<file path="config.mk">
export PLATFORM = sky130hd
export DESIGN_NAME = cook_controller
export DESIGN_NICKNAME = d
export VERILOG_FILES = /design/src/rtl/cook_controller.sv
export SDC_FILE = /design/constraint.sdc
export NUM_CORES = 1
export LEC_CHECK = 0
export CORE_MARGIN = 2
export CORE_UTILIZATION = 58
export CTS_BUF_LIST = sky130_fd_sc_hd__clkbuf_4 sky130_fd_sc_hd__clkbuf_8 sky130_fd_sc_hd__clkbuf_16
export DETAILED_ROUTE_END_ITERATION = 16
export PLACE_DENSITY = 0.77
export SYNTH_ARGS = -nofsm -noshare
export SYNTH_HDL_FRONTEND = slang
export SYNTH_SLANG_ARGS = --single-unit
</file>
<file path="constraint.sdc">
create_clock -name clk -period 3.6 [get_ports clk]
set_input_delay 0.72 -clock clk [delete_from_list [all_inputs] [get_ports clk]]
set_output_delay 0.72 -clock clk [all_outputs]
set_load 0.005 [all_outputs]
</file>
<file path="src/rtl/cook_controller.sv">
// rtl/cook_controller.sv - keypad-programmed BCD cooking timer with power-level duty cycling
module cook_controller #(
    parameter int TICK_DIV     = 50_000_000,
    parameter int MIN_DIGITS   = 1,
    parameter int POWER_LEVELS = 10
) (
    input  logic                    clk,
    input  logic                    resetn,
    input  logic [9:0]              keypad,
    input  logic                    power_key,
    input  logic                    startn,
    input  logic                    stopn,
    input  logic                    clearn,
    input  logic                    door_closed,
    output logic [3:0]              seconds_ones,
    output logic [3:0]              seconds_tens,
    output logic [4*MIN_DIGITS-1:0] minutes,
    output logic [3:0]              power_level,
    output logic                    mag_on,
    output logic                    cooking,
    output logic                    done
);

    localparam int DW = 4 * (MIN_DIGITS + 2);
    localparam int PW = $clog2(TICK_DIV);
    localparam logic [PW-1:0] PRESC_MAX = PW'(TICK_DIV - 1);
    localparam logic [3:0]    PMAX      = 4'(POWER_LEVELS);
    localparam logic [3:0]    DUTY_MAX  = 4'(POWER_LEVELS - 1);

    typedef enum logic [2:0] {IDLE, ENTRY, COOK, PAUSE, DONE} state_t;

    state_t          state, state_n;
    logic [DW-1:0]   digits, digits_n;
    logic [3:0]      power_n;
    logic [PW-1:0]   presc, presc_n;
    logic [3:0]      duty, duty_n;

    logic [9:0]      keypad_q;
    logic            power_q, start_q, stop_q, clear_q;
    logic            key_ev, key_one, power_ev, start_ev, stop_ev, clear_ev, tick;
    logic [3:0]      key_digit;
    logic [DW-1:0]   digits_dec;

    // Whole display is one borrow chain; the seconds-tens digit wraps to 5, all others to 9.
    function automatic logic [DW-1:0] bcd_dec(input logic [DW-1:0] d);
        logic [DW-1:0] r;
        logic          borrow;
        r      = d;
        borrow = 1'b1;
        for (int i = 0; i < MIN_DIGITS + 2; i++) begin
            if (borrow) begin
                if (d[4*i +: 4] == 4'd0) begin
                    r[4*i +: 4] = (i == 1) ? 4'd5 : 4'd9;
                end else begin
                    r[4*i +: 4] = d[4*i +: 4] - 4'd1;
                    borrow      = 1'b0;
                end
            end
        end
        return r;
    endfunction

    assign key_ev   = |(keypad & ~keypad_q);
    assign key_one  = $onehot(keypad);
    assign power_ev = power_key & ~power_q;
    assign start_ev = ~startn & start_q;
    assign stop_ev  = ~stopn & stop_q;
    assign clear_ev = ~clearn & clear_q;
    assign tick     = (state == COOK) && (presc == PRESC_MAX);
    assign digits_dec = bcd_dec(digits);

    always_comb begin
        key_digit = 4'd0;
        for (int i = 0; i < 10; i++) begin
            if (keypad[i]) key_digit = 4'(i);
        end
    end

    always_comb begin
        state_n  = state;
        digits_n = digits;
        power_n  = power_level;
        presc_n  = presc;
        duty_n   = duty;

        if (power_ev && (state == IDLE || state == ENTRY || state == PAUSE))
            power_n = (power_level == 4'd1) ? PMAX : power_level - 4'd1;

        if (state == COOK)
            presc_n = tick ? '0 : presc + 1'b1;

        // Events consumed in priority order; a lower one is dropped when a higher one fires.
        if (!door_closed && state == COOK) begin
            state_n = PAUSE;
        end else if (!door_closed && state == DONE) begin
            state_n = IDLE;
        end else if (clear_ev) begin
            state_n  = IDLE;
            digits_n = '0;
        end else if (stop_ev && state != DONE) begin
            if (state == COOK) begin
                state_n = PAUSE;
            end else if (state == PAUSE) begin
                state_n  = IDLE;
                digits_n = '0;
            end
        end else if (start_ev && door_closed && digits != '0 &&
                     (state == ENTRY || state == PAUSE)) begin
            state_n = COOK;
            presc_n = '0;
            duty_n  = '0;
        end else if (key_ev && state == DONE) begin
            state_n  = IDLE;
            digits_n = '0;
        end else if (key_ev && key_one && (state == IDLE || state == ENTRY)) begin
            state_n  = ENTRY;
            digits_n = {digits[DW-5:0], key_digit};
        end else if (tick) begin
            digits_n = digits_dec;
            duty_n   = (duty == DUTY_MAX) ? 4'd0 : duty + 4'd1;
            if (digits_dec == '0) state_n = DONE;
        end
    end

    always_ff @(posedge clk or negedge resetn) begin
        if (!resetn) begin
            state       <= IDLE;
            digits      <= '0;
            power_level <= PMAX;
            presc       <= '0;
            duty        <= '0;
            keypad_q    <= '0;
            power_q     <= 1'b0;
            start_q     <= 1'b1;
            stop_q      <= 1'b1;
            clear_q     <= 1'b1;
            mag_on      <= 1'b0;
            cooking     <= 1'b0;
            done        <= 1'b0;
        end else begin
            state       <= state_n;
            digits      <= digits_n;
            power_level <= power_n;
            presc       <= presc_n;
            duty        <= duty_n;
            keypad_q    <= keypad;
            power_q     <= power_key;
            start_q     <= startn;
            stop_q      <= stopn;
            clear_q     <= clearn;
            mag_on      <= (state_n == COOK) && (duty_n < power_n);
            cooking     <= (state_n == COOK);
            done        <= (state_n == DONE);
        end
    end

    assign seconds_ones = digits[3:0];
    assign seconds_tens = digits[7:4];
    assign minutes      = digits[DW-1:8];

endmodule

</file>
; Word level (Yosys, flattened, before mapping)
; Index checks and enable logic that the tools add are counted.
[totals]
reg_bits = 66
latchBits = 0
ram_bits = 0
mem_bits_ro = 0
in_bits = 17
memories = 0
[op_classes]
add_sub_neg = 15
multipliers = 0
div_mod_pow = 0
n_lt_le_gt_ge = 1
n_eq_ne = 14
n_shift = 0
n_mux = 54
bitwise = 12
reduce_logical = 25
[op_table]
columns = operator, n
row1 = two-way mux 26 bit, 7
row2 = two-way mux 12 bit, 8
row3 = two-way mux 4 bit, 24
row4 = two-way mux 3 bit, 11
row5 = adder 26 x 1 -> 26 bit (second input constant), 1
row6 = == test 26 bit (second input constant), 1
row7 = subtractor 4 x 1 -> 4 bit (second input constant), 4
row8 = logical AND 1 bit, 12
row9 = logical NOT 12 bit, 1
row10 = logical NOT 4 bit, 3
row11 = != test 3 bit (second input constant), 4
row12 = nonzero test 12 bit, 1
row13 = adder 1 x 1 -> 2 bit, 5
row14 = AND 10 bit, 1
row15 = NOT 10 bit, 1
row16 = OR reduction 10 bit, 1
row17 = == test 3 x 2 -> 1 bit (second input constant), 3
row18 = == test 4 x 1 -> 1 bit (second input constant), 2
row19 = adder 2 x 2 -> 3 bit, 2
row20 = == test 3 bit (second input constant), 2
row21 = NOT 1 bit, 6
row22 = AND reduction 6 bit, 1
row23 = nonzero test 5 bit, 1
row24 = adder 3 x 3 -> 4 bit, 1
row25 = other kinds (10), 18

; Depth between registers and ports, before layout
; Gate-level depths: netlist (run 1).
[logic_depth]
ltp_word = 16
mapped_depth = 16

; Worst setup path before layout (run 1)
; No wires, ideal clock.
[synth_timing]
kind = in2reg
start = input port keypad[0]
end = register digits[6]
arrival_ns = 4.446
slack_ns = -0.964
path_stages = 16
path_buffers = 2
path_cell_list = fa_1 fa_1 inv_1 fa_1 inv_1 ha_1 inv_1 fa_1 a2111o_1 a21oi_1 o31a_1 clkbuf_1 clkbuf_1 mux2i_1 a211oi_1 a21o_1
[synth_via]
elab_chain_len = 12
elab_cells_between_ends = 17
classes_between = add/sub: 4 / eq/ne: 1 / mux: 5 / bitwise: 1 / reduce/logical: 6
[synth_rtl]
columns = element, line
row1 = from (decl), 9  ; input logic [9:0] keypad,
row2 = adder 1 x 1 -> 2 bit (not written as such), 64  ; assign key_one = $onehot(keypad);
row3 = adder 2 x 2 -> 3 bit (not written as such), 64
row4 = adder 3 x 3 -> 4 bit (not written as such), 64
row5 = adder 4 x 2 -> 4 bit (not written as such), 64
row6 = == test 4 x 1 -> 1 bit, 64
row7 = logical AND 1 bit (2 in a row), 115  ; end else if (key_ev && key_one && (state == IDLE || state == ENTRY)) begin
row8 = two-way mux 12 bit, 115
row9 = two-way mux 12 bit, 112  ; end else if (key_ev && state == DONE) begin
row10 = two-way mux 12 bit, 107  ; end else if (start_ev && door_closed && digits != '0 &&
row11 = two-way mux 12 bit, 100  ; end else if (stop_ev && state != DONE) begin
row12 = two-way mux 12 bit, 97  ; end else if (clear_ev) begin
row13 = to (signal assigned), 142  ; digits <= digits_n;
row14 = to (decl), 33  ; logic [DW-1:0] digits, digits_n;
; Several ways; a longest one is shown, not always the timed one. The select of a mux whose other input is x is not followed.
; A chain may end at the register's enable or synchronous reset.

; Worst setup path in the final report (run 1)
[layout_timing]
start = input port keypad[3]
end = register digits[4]
; The elaborated chain is that of the path after synthesis.

==> results of run 1 <==
-- power by group through the flow --
| stage | clock network, mW | logic (mW) | registers [mW] |
|---|---|---|---|
| 2_1_floorplan | 0 | 0.922 | 1.00 |
| 3_5_place_dp | 0 | 1.36 | 1.04 |
| 4_1_cts | 0.673 | 1.41 | 1.03 |
| 3_3_place_gp | 0 | 1.33 | 1.04 |
| 6_report | 0.664 | 1.56 | 1.03 |
| 5_1_grt | 0.722 | 1.72 | 1.06 |
-- metal layers --
| metal | vias up | routed length, um | GRT usage |
|---|---|---|---|
| met2 | 121 | 4690 | 0.429 |
| li1 | 1691 | - | - |
| met3 | 25 | 464 | 0.0588 |
| met1 | 1708 | 4320 | 0.345 |
| met4 | 0 | 189 | 0.0867 |
| met5 | - | 0 | 0 |
-- flip-flops by register name, indices dropped and copies added, names as in the netlist --
| signal | cells |
|---|---|
| clear_q | 1 |
| cooking | 1 |
| digits | 12 |
| done | 1 |
| duty | 4 |
| keypad_q | 10 |
| mag_on | 1 |
| power_level | 4 |
| power_q | 1 |
| presc | 26 |
| start_q | 1 |
| state | 3 |
| stop_q | 1 |
-- area by class of cell --
type	instances	area share
Multi-Input combinational cell	328	0.452
Inverter	27	0.0200
Clock inverter	2	0.00691
Timing Repair Buffer	74	0.139
Clock buffer	14	0.0355
Sequential cell	66	0.327
Tap cell	80	0.0197
-- Yosys cell counts (3+ instances only) --
cell type	count	area share
a22o_1	6	0.013
buf_2	3	0.0037
nor4_1	6	0.0094
o21ai_0	20	0.025
dfstp_2	5	0.033
nand2_1	23	0.022
a21oi_1	19	0.024
and3b_1	4	0.0087
nand3_1	24	0.030
nand2b_1	12	0.019
and3_1	8	0.012
nor3_1	8	0.010
a211oi_1	3	0.0056
nor4b_1	5	0.011
a31oi_1	3	0.0047
nor3b_1	5	0.0094
o22ai_1	3	0.0047
inv_1	27	0.025
nand4_1	3	0.0047
clkbuf_1	11	0.010
mux2i_1	9	0.022
nor2b_1	5	0.0078
xor2_1	17	0.037
o211ai_1	4	0.0075
a21o_1	7	0.013
nor2_1	59	0.055
dfrtp_1	61	0.38
or4_1	3	0.0056
or3_1	5	0.0078
xnor2_1	6	0.013
ha_1	12	0.037
or3b_2	3	0.0066
fa_1	6	0.030
-- final timing paths --
| check | startpoint | end | slack [ps] | cells after the start |
|---|---|---|---|---|
| setup / recovery | keypad[3] | digits[4]$_DFFE_PN0P_ | -630 | 16 |
| hold / removal | resetn | presc[21]$_DFF_PN0_ | 370 | 1 |
| setup reg to reg | state[0]$_DFF_PN0_ | mag_on$_DFF_PN0_ | 460 | 11 |
| hold reg to reg | presc[1]$_DFF_PN0_ | presc[1]$_DFF_PN0_ | 540 | 2 |
| max in group asynchronous | resetn | start_q$_DFF_PN1_ | 2280 | 2 |
| min in group clk | presc[1]$_DFF_PN0_ | presc[1]$_DFF_PN0_ | 540 | 2 |
-- stage by stage --
| step | TNS, ps | cells | worst slack, ps | util | cell area (um^2) |
|---|---|---|---|---|---|
| 3_3_place_gp | -18350 | 571 | -1170 | 0.693 | 4680 |
| 2_1_floorplan | -7910 | 436 | -601 | - | 4050 |
| 4_1_cts | -9940 | 587 | -682 | 0.730 | 4930 |
| 3_5_place_dp | -19890 | 571 | -1270 | 0.693 | 4680 |
| 6_report | -8470 | 591 | -633 | 0.751 | 5070 |
| 5_1_grt | -10260 | 591 | -752 | 0.751 | 5070 |
-- worst max-delay path: cells and delay by family --
family / cells / cell delay, ps
compound gates: 4 / 1010
fa+ha+maj: 5 / 2000
buf+inv: 5 / 420
mux: 1 / 240
simple gates: 1 / 80
-- kinds of logic (layout without fill, tap and decap cells) --
| family | Yosys count | count (layout) |
|---|---|---|
| multiplexers | 10 | 10 |
| adder cells (fa/ha/maj) | 18 | 18 |
| AND/OR/NAND/NOR | 188 | 188 |
| flip-flops | 66 | 66 |
| buffers and inverters | 42 | 117 |
| XOR/XNOR | 23 | 23 |
| AO/OA/AOI/OAI | 89 | 89 |
-- timing repair --
item | in CTS | in global routing
cloned | 0 | 1
buffers inserted | 0 | 3
endpoints found under the setup margin | 17 | 17
resized for setup | 40 | 21
pin swaps | 15 | 18
==> flow_summary.json, run 1 <==
{
  "cts_tree": "built",
  "rsz0062_at_grt": "true",
  "cp.arrival_ps": 4460,
  "yosysWarnings": 0,
  "grt_pass1_wl_mm": 15.8,
  "crit_path_frequent_cell": "fa_1",
  "nFillCells": 503,
  "setup_viol": 17,
  "grt.total_usage": 0.262,
  "crit_slowest_cell": "fa_1",
  "fmax_mhz": 236,
  "mostFrequentLayoutCell": "dfrtp_1",
  "slowest_delay_ps": 530,
  "syn_area_um2": 4010,
  "cts-root-buf": "clkbuf_8",
  "avgSynthCellArea_um2": 9.19,
  "post_drt_via_cell_ratio": 6.00,
  "die_area_um2": 7590,
  "powerDensity_nw_per_um2": 642,
  "io_buffer_count": 35,
  "power_leakage_nw": 2.34,
  "synth_cells": 436,
  "start_util": 0.593,
  "fin_ws_ps": -633,
  "worst_skew_pair.late_latency_ps": 330,
  "drcViolationCount": 0,
  "status": "complete, but fails checks",
  "vias": 3545,
  "synth_compound_area_frac": 0.152,
  "cts_made_buffers": 9,
  "drive_gt1_frac": 0.186,
  "place_hpwl_mm": 6.71,
  "vdd_ir_drop_max_mv": 0.524,
  "period_needed_ps": 4230,
  "worst_pin_slew_ps": 817,
  "ys_seq_area_frac": 0.414,
  "drt_pass1_iterations": 5,
  "grt-ovfl-total": 0,
  "clockBufferDepth": 2,
  "postRouteAntennaNets": 0,
  "hold_path.class": "input port to asynchronous set/reset pin",
  "antenna_found_initial": 0,
  "grt_pass1_vias": 3446,
  "diodes": 0,
  "num_io_pins": 36,
  "gp_congestion": 0.875,
  "path_cells": "buf_6 > fa_1 > fa_1 > inv_2 > fa_1 > inv_1 > ha_2 > inv_2 > fa_2 > a2111o_1 > a21oi_2 > o31a_1 > buf_12 > mux2i_2 > nor3_2 > a221o_1",
  "clkSinkCount": 66,
  "pwr-share-seq": 0.318,
  "slew_viol_final": 0,
  "synthArstFlopShare": 1.00,
  "synth_top_family_by_area": "simple AND/OR/NAND/NOR gates",
  "hold_ws_ps": 369,
  "synthMuxAreaShare": 0.0253,
  "path_class": "input port to register",
  "crit_required_ps": 3820,
  "p_int_mw": 2.02,
  "relSlewSlack": 0.447,
  "violations": "negative setup slack",
  "grt_max_degree": 43,
  "synth-simple-area-share": 0.251,
  "ys_types": 66,
  "seq_area_um2": 1660,
  "wl_per_cell_um": 16.3,
  "p_sw_frac": 0.379,
  "cts_max_level": 3,
  "finClkSkew_ps": 6.12,
  "power_mw": 3.25,
  "final_cell_mix": "dfrtp_1 (61), nor2_1 (59), clkdlybuf4s50_1 (28)",
  "die_h_um": 87.1,
  "combPwrFrac": 0.478,
  "std_cell_rows": 30,
  "clkTransAtPathRegs_ps": 70,
  "drt-total-wl_mm": 9.66,
  "critPathMaxFanout": 6,
  "synth_seq_cells": 66,
  "startpoint_type": "input port",
  "coreArea_um2": 6760,
  "multi_input_area_um2": 2290,
  "drt_iter0_markers": 138,
  "final_nets": 541,
  "synth_fa_ha_area_frac": 0.0675,
  "die_x_um": 87.1,
  "switchingPower_mw": 1.23,
  "cts-hold-fix-buffers": 0,
  "finalHoldViolCount": 0,
  "pwr-share-clk": 0.204,
  "synth_flop_cell": "dfrtp_1",
  "synth_edf_count": 0,
  "synth_nets": 471,
  "crit_path_end_kind": "register",
  "synth_xor_area_frac": 0.0503,
  "area_growth_pct": 26.6,
  "period_share": 1.18,
  "drv_cap": 0
}
Note: power is estimated with default switching activity, not from simulation.
==> run 2: changes to the inputs <==
- TNS_END_PERCENT: not set -> 1
- clock period: 3.6 -> 4.8 ns (I/O delays scaled with it)
==> flow_summary.json, run 2 (synthesized netlist as in run 1, its figures left out) <==
{
  "status": "complete, no violations",
  "worst_pin_slew_ps": 863,
  "crit_path_end_kind": "register",
  "wl_per_cell_um": 15.4,
  "dp.cells": 557,
  "period_share": 0.955,
  "path_cells": "dlygate4sd2_1 > fa_1 > fa_1 > inv_1 > fa_1 > inv_1 > ha_2 > inv_1 > fa_2 > nand4bb_1 > a21oi_2 > o31a_1 > buf_12 > buf_4 > or3b_2 > a211oi_2 > a21o_1",
  "cts-hold-fix-buffers": 0,
  "nFillCells": 530,
  "cp.arrival_ps": 4870,
  "drv_cap": 0,
  "cts_made_buffers": 9,
  "fin_ws_ps": 214,
  "postRouteAntennaNets": 0,
  "drt-total-wl_mm": 8.91,
  "grt.total_usage": 0.255,
  "drt_iter0_markers": 241,
  "slowest_delay_ps": 510,
  "rsz0062_at_grt": "false",
  "top_register": "presc",
  "cts_max_level": 3,
  "path_class": "input port to register",
  "critPathMaxFanout": 13,
  "setup_viol": 0,
  "die_area_um2": 7590,
  "vias": 3433,
  "clkSinkCount": 66,
  "slew_viol_final": 0,
  "cts-root-buf": "clkbuf_8",
  "dp_slack_ps": -589,
  "coreArea_um2": 6760,
  "gp_congestion": 0.843,
  "place_hpwl_mm": 6.31,
  "start_util": 0.593,
  "antenna_found_initial": 0,
  "cts_tree": "built",
  "crit_slowest_cell": "fa_1",
  "num_io_pins": 36,
  "path_buf_inv": 6,
  "fmax_mhz": 218,
  "die_h_um": 87.1,
  "powerDensity_nw_per_um2": 474,
  "largestRegisters": "presc (26), digits (12), keypad_q (10)",
  "finalHoldViolCount": 0,
  "drt_pass1_iterations": 4,
  "grt_pass1_wl_mm": 15.5,
  "layoutNonFillerInstCount": 578,
  "power_leakage_nw": 2.26,
  "hold_path.class": "register to register",
  "post_drt_via_cell_ratio": 5.94,
  "clockBufferDepth": 2,
  "relSlewSlack": 0.424,
  "vdd_ir_drop_max_mv": 0.349,
  "worst_skew_pair.late_latency_ps": 340,
  "io_buffer_count": 35,
  "final_nets": 528,
  "diodes": 0,
  "largest_register_ffs": 26,
  "die_x_um": 87.1,
  "drcViolationCount": 0,
  "final_cell_mix": "dfrtp_1 (61), nor2_1 (59), clkdlybuf4s50_1 (28)",
  "std_cell_rows": 30,
  "mostFrequentLayoutCell": "dfrtp_1",
  "finClkSkew_ps": 8.76,
  "area_growth_pct": 21.2,
  "clkTransAtPathRegs_ps": 70,
  "period_needed_ps": 4590,
  "crit_required_ps": 5080,
  "grt-ovfl-total": 0,
  "drive_gt1_frac": 0.131,
  "grt_pass1_vias": 3418,
  "startpoint_type": "input port",
  "crit_family": "adder cells",
  "grt_max_degree": 40
}
[run 2: cell count changes in the layout (fill, tap and decap cells not counted), sizes merged]
cell,delta
dlymetal6s2s,+4
buf,-19
clkbuf,-3
dlygate4sd2,+2
a21o,+1
clkinvlp,+2
[run 2: what timing repair did]
item,in CTS,in global routing
setup buffers,2,2
pin swaps,5,6
gates resized for setup,5,10
setup endpoints to repair,12,13
cloned,1,0
[run 2: layout make-up]
class                           instances  area, um^2  share of cell area
Multi-Input combinational cell        329        2230               0.459
Sequential cell                        66        1660               0.342
Timing Repair Buffer                   60         557               0.115
Clock buffer                           12         159              0.0327
Inverter                               27         101              0.0209
Tap cell                               80         100              0.0206
Clock inverter                          4        50.0              0.0103
[run 2: worst reg2reg max path, cell delays in order (launching register included)]
cell and delay [ps]:
dfrtp_1 560, or3b_1 600, or2_1 360, or4_1 690
nor2_1 230, a21oi_1 90, nor2_1 150, ha_1 250
o21a_1 170, o221ai_1 160, a21oi_1 70, nor4b_1 280
[run 2: layer usage]
metal,GRT usage,vias up,share of wire
li1,-,1662,-
met1,0.351,1667,0.46
met2,0.402,89,0.48
met3,0.0502,15,0.044
met4,0.0923,0,0.016
met5,0,-,0
[run 2: where the power goes]
part | internal [mW] | leakage [nW] | switching [mW]
clock | 0.273 | 0.102 | 0.208
sequential | 0.657 | 0.857 | 0.130
combinational | 0.502 | 1.30 | 0.528
total | 1.43 | 2.26 | 0.867
[run 2: worst paths after layout]
kind | startpoint | end | slack, ps | depth (start not counted)
min reg2reg | presc[25]$_DFF_PN0_ | presc[25]$_DFF_PN0_ | 550 | 2
max | keypad[3] | digits[7]$_DFFE_PN0P_ | 210 | 17
min | presc[25]$_DFF_PN0_ | presc[25]$_DFF_PN0_ | 550 | 2
max in group asynchronous | resetn | power_level[3]$_DFF_PN1_ | 3130 | 2
max reg2reg | state[2]$_DFF_PN0_ | mag_on$_DFF_PN0_ | 1080 | 11
min in group asynchronous | resetn | presc[13]$_DFF_PN0_ | 730 | 1
[run 2: metrics by stage]
stage               area [um^2]   util  total power, mW  setup TNS (ps)  hold slack (ps)
finish                     4850  0.718             2.30               0              549
global route               4850  0.718             2.49               0              573
CTS                        4800  0.711             2.29               0              549
detailed placement         4560  0.675             1.78           -6720              530
global placement           4560  0.675             1.75           -5100              519
floorplan                  4010      -             1.42               0              497
==> run 3: changes to the inputs <==
==> constraint.sdc (replaced) <==
create_clock -name clk -period 4.8 [get_ports clk]
set_input_delay 0.96 -clock clk [delete_from_list [all_inputs] [get_ports clk]]
set_output_delay 0.96 -clock clk [all_outputs]
set_load 0.05 [all_outputs]
==> results of run 3 <==
The final DEF is identical to that of run 2. Status: complete, no violations.
Main changes from that run: total power 2.30 mW -> 2.48 mW; worst IR drop on VDD 0.349 mV -> 0.415 mV
